===== config.mk =====
export PLATFORM = sky130hd
export DESIGN_NAME = pc_unit_ctrl_flat
export DESIGN_NICKNAME = d
export VERILOG_FILES = /design/src/rtl/cpu_pkg.sv /design/src/rtl/pc_unit_ctrl_if.sv /design/src/rtl/pc_addr_check.sv /design/src/rtl/pc_unit_ctrl.sv /design/src/flat_wrapper.sv
export SDC_FILE = /design/constraint.sdc
export NUM_CORES = 1
export LEC_CHECK = 0
export ABC_AREA = 1
export CAP_MARGIN = 30
export CORE_ASPECT_RATIO = 0.6
export CORE_MARGIN = 8
export CORE_UTILIZATION = 38
export CTS_CLUSTER_SIZE = 28
export DETAILED_ROUTE_END_ITERATION = 6
export PLACE_DENSITY = 0.68
export SYNTH_ARGS = -nofsm -noshare
export SYNTH_HDL_FRONTEND = slang
export SYNTH_HIERARCHICAL = 1
export SYNTH_SLANG_ARGS = --single-unit

===== constraint.sdc =====
create_clock -name clk -period 1.6 [get_ports clk]
set_input_delay 0.16 -clock clk [delete_from_list [all_inputs] [get_ports clk]]
set_output_delay 0.16 -clock clk [all_outputs]
set_load 0.005 [all_outputs]

===== src/rtl/cpu_pkg.sv =====
// Shared CPU constants: default fetch-stage vectors, memory window, PC step and
// PC-unit FSM state encoding.
package cpu_pkg;

  localparam logic [31:0] RESET_VEC_DEF  = 32'h0000_3000;
  localparam logic [31:0] EXC_VEC_DEF    = 32'h0000_4180;
  localparam logic [31:0] IMEM_BASE_DEF  = 32'h0000_3000;
  localparam logic [31:0] IMEM_LIMIT_DEF = 32'h0000_4FFC;

  localparam int unsigned PC_STEP = 4;

  // Two-state fetch FSM, kept as plain constants for older tools.
  localparam logic [0:0] StRun    = 1'b0;
  localparam logic [0:0] StBrPend = 1'b1;

endpackage


===== src/rtl/pc_unit_ctrl_if.sv =====
// Handshake bundle between the hazard unit / CP0 (master) and the fetch PC unit (slave).
interface pc_unit_ctrl_if #(
  parameter int unsigned W = 32
);

  logic         stall_i;
  logic         br_valid_i;
  logic [W-1:0] br_target_i;
  logic         exc_i;
  logic         irq_i;
  logic         eret_i;
  logic [W-1:0] epc_i;
  logic [W-1:0] pc_o;
  logic         adel_o;
  logic         redirect_o;
  logic         in_handler_o;
  logic         pend_o;

  modport master (
    output stall_i, br_valid_i, br_target_i, exc_i, irq_i, eret_i, epc_i,
    input  pc_o, adel_o, redirect_o, in_handler_o, pend_o
  );

  modport slave (
    input  stall_i, br_valid_i, br_target_i, exc_i, irq_i, eret_i, epc_i,
    output pc_o, adel_o, redirect_o, in_handler_o, pend_o
  );

endinterface


===== src/rtl/pc_addr_check.sv =====
// Fetch address-error detect: misaligned or outside the instruction-memory window.
module pc_addr_check #(
  parameter int unsigned     W          = 32,
  parameter logic [W-1:0]    IMEM_BASE  = W'(cpu_pkg::IMEM_BASE_DEF),
  parameter logic [W-1:0]    IMEM_LIMIT = W'(cpu_pkg::IMEM_LIMIT_DEF)
) (
  input  logic [W-1:0] pc,
  output logic         adel
);

  always_comb begin
    adel = (pc[1:0] != 2'b00) | (pc < IMEM_BASE) | (pc > IMEM_LIMIT);
  end

endmodule


===== src/rtl/pc_unit_ctrl.sv =====
// Fetch-stage program counter with exception/interrupt vectoring, ERET return,
// stall-deferred branch redirect and a registered flush pulse.
module pc_unit_ctrl
  import cpu_pkg::*;
#(
  parameter int unsigned  W          = 32,
  parameter logic [W-1:0] RESET_VEC  = W'(cpu_pkg::RESET_VEC_DEF),
  parameter logic [W-1:0] EXC_VEC    = W'(cpu_pkg::EXC_VEC_DEF),
  parameter logic [W-1:0] IMEM_BASE  = W'(cpu_pkg::IMEM_BASE_DEF),
  parameter logic [W-1:0] IMEM_LIMIT = W'(cpu_pkg::IMEM_LIMIT_DEF)
) (
  input  logic           clk,
  input  logic           reset,
  pc_unit_ctrl_if.slave  bus
);

  logic [W-1:0] pc_q, pc_d;
  logic [W-1:0] pend_tgt_q, pend_tgt_d;
  logic [0:0]   state_q, state_d;
  logic         in_handler_q, in_handler_d;
  logic         redirect_q, redirect_d;
  logic         take_vec;

  // Interrupts are masked while a handler runs; exceptions never are.
  assign take_vec = bus.exc_i | (bus.irq_i & ~in_handler_q);

  always_comb begin
    pc_d         = pc_q + W'(PC_STEP);
    pend_tgt_d   = pend_tgt_q;
    state_d      = state_q;
    in_handler_d = in_handler_q;
    redirect_d   = 1'b0;
    if (take_vec) begin
      pc_d         = EXC_VEC;
      in_handler_d = 1'b1;
      state_d      = StRun;
      redirect_d   = 1'b1;
    end else if (bus.eret_i) begin
      pc_d         = bus.epc_i;
      in_handler_d = 1'b0;
      state_d      = StRun;
      redirect_d   = 1'b1;
    end else if (bus.stall_i) begin
      pc_d = pc_q;
      // Latest branch seen under stall wins.
      if (bus.br_valid_i) begin
        pend_tgt_d = bus.br_target_i;
        state_d    = StBrPend;
      end
    end else if (bus.br_valid_i) begin
      pc_d       = bus.br_target_i;
      state_d    = StRun;
      redirect_d = 1'b1;
    end else if (state_q == StBrPend) begin
      pc_d       = pend_tgt_q;
      state_d    = StRun;
      redirect_d = 1'b1;
    end
  end

  always_ff @(posedge clk) begin
    if (reset) begin
      pc_q         <= RESET_VEC;
      pend_tgt_q   <= '0;
      state_q      <= StRun;
      in_handler_q <= 1'b0;
      redirect_q   <= 1'b0;
    end else begin
      pc_q         <= pc_d;
      pend_tgt_q   <= pend_tgt_d;
      state_q      <= state_d;
      in_handler_q <= in_handler_d;
      redirect_q   <= redirect_d;
    end
  end

  assign bus.pc_o         = pc_q;
  assign bus.redirect_o   = redirect_q;
  assign bus.in_handler_o = in_handler_q;
  assign bus.pend_o       = (state_q == StBrPend);

  pc_addr_check #(
    .W          (W),
    .IMEM_BASE  (IMEM_BASE),
    .IMEM_LIMIT (IMEM_LIMIT)
  ) u_addr_check (
    .pc   (pc_q),
    .adel (bus.adel_o)
  );

endmodule


===== src/flat_wrapper.sv =====
// flat-port wrapper written by rule: the top's interface ports become plain ports
module pc_unit_ctrl_flat import cpu_pkg::*;
#(
  parameter int unsigned  W          = 32,
  parameter logic [W-1:0] RESET_VEC  = W'(cpu_pkg::RESET_VEC_DEF),
  parameter logic [W-1:0] EXC_VEC    = W'(cpu_pkg::EXC_VEC_DEF),
  parameter logic [W-1:0] IMEM_BASE  = W'(cpu_pkg::IMEM_BASE_DEF),
  parameter logic [W-1:0] IMEM_LIMIT = W'(cpu_pkg::IMEM_LIMIT_DEF)
)
  (clk, reset, bus_stall_i, bus_br_valid_i, bus_br_target_i, bus_exc_i, bus_irq_i, bus_eret_i, bus_epc_i, bus_pc_o, bus_adel_o, bus_redirect_o, bus_in_handler_o, bus_pend_o);
  pc_unit_ctrl_if #(.W(W)) bus_i ();
  input  logic clk;
  input  logic reset;
  input wire logic [$bits(bus_i.stall_i)-1:0] bus_stall_i;
  input wire logic [$bits(bus_i.br_valid_i)-1:0] bus_br_valid_i;
  input wire logic [$bits(bus_i.br_target_i)-1:0] bus_br_target_i;
  input wire logic [$bits(bus_i.exc_i)-1:0] bus_exc_i;
  input wire logic [$bits(bus_i.irq_i)-1:0] bus_irq_i;
  input wire logic [$bits(bus_i.eret_i)-1:0] bus_eret_i;
  input wire logic [$bits(bus_i.epc_i)-1:0] bus_epc_i;
  output wire logic [$bits(bus_i.pc_o)-1:0] bus_pc_o;
  output wire logic [$bits(bus_i.adel_o)-1:0] bus_adel_o;
  output wire logic [$bits(bus_i.redirect_o)-1:0] bus_redirect_o;
  output wire logic [$bits(bus_i.in_handler_o)-1:0] bus_in_handler_o;
  output wire logic [$bits(bus_i.pend_o)-1:0] bus_pend_o;
  assign bus_i.stall_i = bus_stall_i;
  assign bus_i.br_valid_i = bus_br_valid_i;
  assign bus_i.br_target_i = bus_br_target_i;
  assign bus_i.exc_i = bus_exc_i;
  assign bus_i.irq_i = bus_irq_i;
  assign bus_i.eret_i = bus_eret_i;
  assign bus_i.epc_i = bus_epc_i;
  assign bus_pc_o = bus_i.pc_o;
  assign bus_adel_o = bus_i.adel_o;
  assign bus_redirect_o = bus_i.redirect_o;
  assign bus_in_handler_o = bus_i.in_handler_o;
  assign bus_pend_o = bus_i.pend_o;
  pc_unit_ctrl #(.W(W), .RESET_VEC(RESET_VEC), .EXC_VEC(EXC_VEC), .IMEM_BASE(IMEM_BASE), .IMEM_LIMIT(IMEM_LIMIT)) u_core (.clk(clk), .reset(reset), .bus(bus_i));
endmodule

; After elaboration in Yosys (flattened, before gate mapping)
; Index checks and enable logic that the tools add are counted.
[word_totals]
register_bits = 67
output_inout_bits = 36
[op_classes]
add_sub_neg = 1
order_cmp = 2
eq_ne = 2
n_mux = 12
bitwise_logic = 8
n_reduce_logical = 5
[ops]
columns = operator, n
row1 = two-way mux 32 bit, 4
row2 = adder 32 x 3 -> 32 bit (second input constant), 1
row3 = > comparator 32 x 15 -> 1 bit (second input constant), 1
row4 = < comparator 32 x 14 -> 1 bit (second input constant), 1
row5 = two-way mux 15 bit, 1
row6 = two-way mux 1 bit, 7
row7 = inverter 1 bit, 4
row8 = AND reduction 4 bit, 1
row9 = nonzero test 2 bit, 2
row10 = OR reduction 4 bit, 1
row11 = inequality test 3 x 1 -> 1 bit (second input constant), 1
row12 = bitwise OR 1 bit, 3
row13 = inequality test 2 x 1 -> 1 bit (second input constant), 1
row14 = OR reduction 2 bit, 1
row15 = bitwise AND 1 bit, 1

; Depth between registers and ports, before layout
[depth]
word_depth = 6
mapped_depth = 12

; Cells and area by module
; Netlist, hierarchy kept.
[modules_own_cells]
columns = mod, instances, cells_per_inst, area_each_um2
row1 = pc_unit_ctrl, 1, 608, 3997.6
row2 = pc_addr_check, 1, 36, 140.1

; Worst setup path after synthesis
; Ideal clock, no wire load.
[synth_timing]
path_kind = register to register
from = register u_core.pc_q[2], in the netlist u_core/bus.pc_o[2]
to = register u_core.pc_q[18], in the netlist u_core/bus.pc_o[18]
setup_ps = 66
arrival_ps = 1438
required_ps = 1534
slack_ps = 96
stages_incl_launch_ff = 11
path_buffers = 0
path_cell_list = dfxtp_1 > ha_1 > inv_1 > nor2_4 > nand2_4 > nor2_4 > xor2_1 > nand2_1 > nand2_1 > nand2_1 > a21oi_2
[synth_between]
elab_chain_len = 5
[synth_rtl]
columns = element, line
row1 = from (decl), pc_unit_ctrl.sv:17  ; logic [W-1:0] pc_q, pc_d;
row2 = from (signal assigned), pc_unit_ctrl.sv:69  ; pc_q <= pc_d;
row3 = adder 32 x 3 -> 32 bit, pc_unit_ctrl.sv:28  ; pc_d = pc_q + W'(PC_STEP);
row4 = two-way mux 32 bit, pc_unit_ctrl.sv:54  ; end else if (state_q == StBrPend) begin
row5 = two-way mux 32 bit, pc_unit_ctrl.sv:50  ; end else if (bus.br_valid_i) begin
row6 = two-way mux 32 bit, pc_unit_ctrl.sv:43  ; end else if (bus.stall_i) begin
row7 = two-way mux 32 bit, pc_unit_ctrl.sv:38  ; end else if (bus.eret_i) begin
; Every way passes these cells. The select of a mux whose other input is x is not followed.
; A chain may end at the register's enable or synchronous reset.

; Final worst setup path
[layout_timing]
from = register u_core.pc_q[12], in the netlist u_core/bus.pc_o[12]
to = output bus_adel_o
[layout_between]
elab_chain_len = 3
[layout_rtl]
columns = element, line
row1 = < comparator 32 x 14 -> 1 bit, pc_addr_check.sv:12  ; adel = (pc[1:0] != 2'b00) | (pc < IMEM_BASE) | (pc > IMEM_LIMIT);
row2 = bitwise OR 1 bit, pc_addr_check.sv:12
row3 = bitwise OR 1 bit (*), pc_addr_check.sv:12
row4 = to (decl), flat_wrapper.sv:22  ; output wire logic [$bits(bus_i.adel_o)-1:0] bus_adel_o;
; Mark *: on every way between the ends. The rest lies on a longest branch, timed or not.

==> reports/results.md <==
### Drt
* Avg WL per Cell: 17.2 µm
* Via-to-Cell Ratio: 5.33
* Pre-antenna DRT Iters: 5
* number of DRC violations after detailed-routing iteration 0: 410
* drc violations: 0
* total via count in the routed design: 5212
* routed wire length: 16800 µm
* Final ANT Viol Nets: 0

### Timing
* total of endpoints with negative setup slack in the final report: 0
* actual transition at the worst max-transition pin: 0.426 ns
* Max Fclk: 635 MHz
* worst slew margin relative to its limit: 71.4%
* unrepaired setup endpoints after global routing: true
* Post-Route Hold Slack: 0.425 ns
* worst-case setup margin in the final layout: 0.0262 ns
* final clock skew: 0.00462 ns
* min cycle time layout: 1.57 ns
* final clock period utilization by the worst path: 98.4%
* max-slew violations: 0
* setup TNS: 0 ns
* Final Hold Vio Count: 0

### Floorplanning
* die width: 151 µm
* floorplan die area: 0.0146 mm²
* Initial Utilization: 39.1%
* Core Footprint: 0.0106 mm²
* site row count: 29
* Top Ports: 107
* height of the die: 96.8 µm

### Final layout
* commonest non-fill, non-tap cells in the layout: sky130_fd_sc_hd__nand2_1 (212), sky130_fd_sc_hd__clkdlybuf4s50_1 (105), sky130_fd_sc_hd__buf_4 (94)
* count of inserted antenna diode cells: 0
* post-layout instance count excluding filler cells: 978
* fraction of final layout cells sized beyond drive strength 1: 24.7%
* Fill cells: 943
* area growth from synthesis to layout: 58.1%
* commonest non-fill, non-tap cell in the layout: sky130_fd_sc_hd__nand2_1
* final-stage net count: 906

### Global route
* maximum number of pins on one net before global-route repair: 33
* GR Util met1: 31.9%
* Congestion Overflow GR: 0
* global-route wire length before repair: 26600 µm
* Tot GR Track Use: 22.8%
* initial antenna violation count: 0
* GR Layer Usage met3: 6.42%
* vias in the first global route: 4999
* global routing usage on met2: 34.2%
* most used routing layer in global routing: met2

### Clock tree
* clock-pin slew on the worst setup and hold paths: 0.06 ns
* clock buffer count from CTS: 9
* number of buffers between clock root and the deepest sink: 2
* TritonCTS Sinks: 67
* Skew-Pair Late Insertion Delay: 0.34 ns
* clock tree root buffer cell: sky130_fd_sc_hd__clkbuf_16
* TritonCTS clock tree: done
* H-tree lvl count: 3
* number of hold buffers added after cts: 0

### Synthesis
* share of the synthesized area in the top cell type: 32.4%
* synth top area cells: sky130_fd_sc_hd__dfxtp_1 (32%), sky130_fd_sc_hd__nand2_1 (20%), sky130_fd_sc_hd__a21oi_1 (8.2%)
* ys async rst share: 0%
* top_reg_cell synth: sky130_fd_sc_hd__dfxtp_1
* Cells after Synth: 644
* Netlist cell types: 40
* cell area after synthesis: 0.00414 mm²
* average cell area after synthesis: 6.43 µm²
* total of warnings raised by yosys: 6
* number of enable-type register cells in the synthesized netlist: 0
* cell type contributing the most total cell area after synthesis: sky130_fd_sc_hd__dfxtp_1
* #FFs+latches synth: 67
* share of the yosys chip area belonging to registers: 32.4%
* nets in the synthesized netlist: 716

### Critical path
* critical path's most frequent cell: sky130_fd_sc_hd__nand2_1
* worst reg2reg endpoint: u_core/bus.pc_o[20]
* slowest stage cell, crit path: sky130_fd_sc_hd__dfxtp_2
* cell breakdown of the critical path: buf_4 -> o21ai_1 -> nand2_1 -> nor2_1 -> nand2_1 -> dlygate4sd2_1
* launch point of the worst reg-to-reg path: u_core/bus.pc_o[3]
* largest fanout of any net on the critical path: 5
* Worst setup EP type: primary output
* worst path arrival time: 1.41 ns
* largest incremental delay on the critical path: 0.33 ns
* reg2reg setup slack: 0.03 ns
* Critical Setup Path Class: flip-flop to primary output
* reg2reg path depth: 12
* Critical Path RT: 1.44 ns
* Worst setup SP type: flip-flop

### Min path
* launch instance of the worst min-delay path: bus_epc_i[0]
* path class of the lowest-slack min-delay path: primary input to flip-flop
* number of stages on the worst hold path: 3

### Power
* IR drop worst, VDD: 0.538 mV
* leakage: 2.72 nW
* total power per unit cell area: 776 mW/mm²

### Place
* Port Buffers: 106
* pre-CTS setup slack: -0.209 ns
* Placer Congestion: 0.920
* number of placed cells counting well taps: 955
* post-detail-place hpwl: 13200 µm

### Outcome
* status: finished, final reports clean

### Run
* Max Cap Viol: 0

-- layer usage --
layer	wire length, µm	share of wire [%]	up-vias
met5	0	0	-
met4	175	1.0	0
met3	1740	10	16
met2	7270	43	244
met1	7640	45	2468
li1	-	-	2484
-- what timing repair did --
item,4_1_cts,5_1_grt
resized for setup,22,44
pin swaps,2,13
endpoints found under the setup margin,13,24
gates cloned,0,0
setup buffers,2,5
-- worst max path at each step --
stage	start	end	slack [ns]
after floorplan	u_core/bus.pc_o[2]	u_core/bus.pc_o[18]	0.1
after global placement	bus_br_valid_i	u_core/bus.pc_o[10]	-0.25
after detailed placement	bus_br_valid_i	u_core/bus.pc_o[10]	-0.21
after CTS	u_core/bus.pc_o[17]	bus_adel_o	-0.004
after global routing	u_core/bus.pc_o[3]	u_core/bus.pc_o[18]	-0.10
final	u_core/bus.pc_o[12]	bus_adel_o	0.03
-- Yosys cell counts (all sizes together) (4+ instances only) --
| library cell | instances |
|---|---|
| o21ai | 38 |
| nor3 | 4 |
| a211oi | 7 |
| xnor2 | 4 |
| a21oi | 70 |
| inv | 65 |
| nand2 | 226 |
| clkbuf | 14 |
| buf | 13 |
| dfxtp | 67 |
| o221ai | 9 |
| a221oi | 12 |
| nor2 | 68 |
| xor2 | 6 |
| nand3 | 15 |
-- area by class of cell --
type	count	area, µm²	area share (%)
multi-input combinational	485	2530	38.6
timing repair buffer	206	1870	28.5
sequential	67	1380	21.1
inverter	65	246	3.77
clock buffer	10	239	3.65
tap	139	174	2.66
clock inverter	6	111	1.70
-- logic make-up (layout without fill, tap and decap cells) --
kind of cell,count (synthesis),after routing,synth area share [%]
XOR/XNOR,10,10,2.12
buffers and inverters,92,287,9.04
AO/OA/AOI/OAI,152,152,22.0
flip-flops,67,67,32.4
AND/OR/NAND/NOR,322,322,34.2
adder cells (fa/ha/maj),1,1,0.302
-- registers in the layout (all words and copies together) (netlist names), named ones only --
| register | cells |
|---|---|
| u_core/bus.redirect_o | 1 |
| u_core/pend_tgt_q | 32 |
| u_core/bus.pc_o | 30 |
| u_core/bus.pend_o | 1 |
| u_core/bus.in_handler_o | 1 |
-- report_power, final --
| part | switching, mW | leakage [nW] | internal [mW] | total [mW] |
|---|---|---|---|---|
| Clock | 0.788 | 0.169 | 1.57 | 2.36 |
| Sequential | 0.0638 | 0.556 | 1.73 | 1.80 |
| Combinational | 0.437 | 1.99 | 0.487 | 0.924 |
-- critical path: cells and delay by family, from the launching register on --
family | cells | cell delay [ns]
buffers and inverters | 2 | 0.40
DFF | 1 | 0.33
and+or+nand+nor | 3 | 0.20
AOI/OAI and AO/OA | 1 | 0.14
-- through the flow --
stage                     utilization [%]  total power [mW]  instance area [µm²]
after floorplan                         -              2.16                 4140
after global placement               56.5              2.71                 5990
after detailed placement             56.5              2.72                 5990
after CTS                            60.4              5.07                 6400
after global routing                 61.8              5.25                 6540
final                                61.8              5.08                 6540
Power figures use the tool's default switching activity.
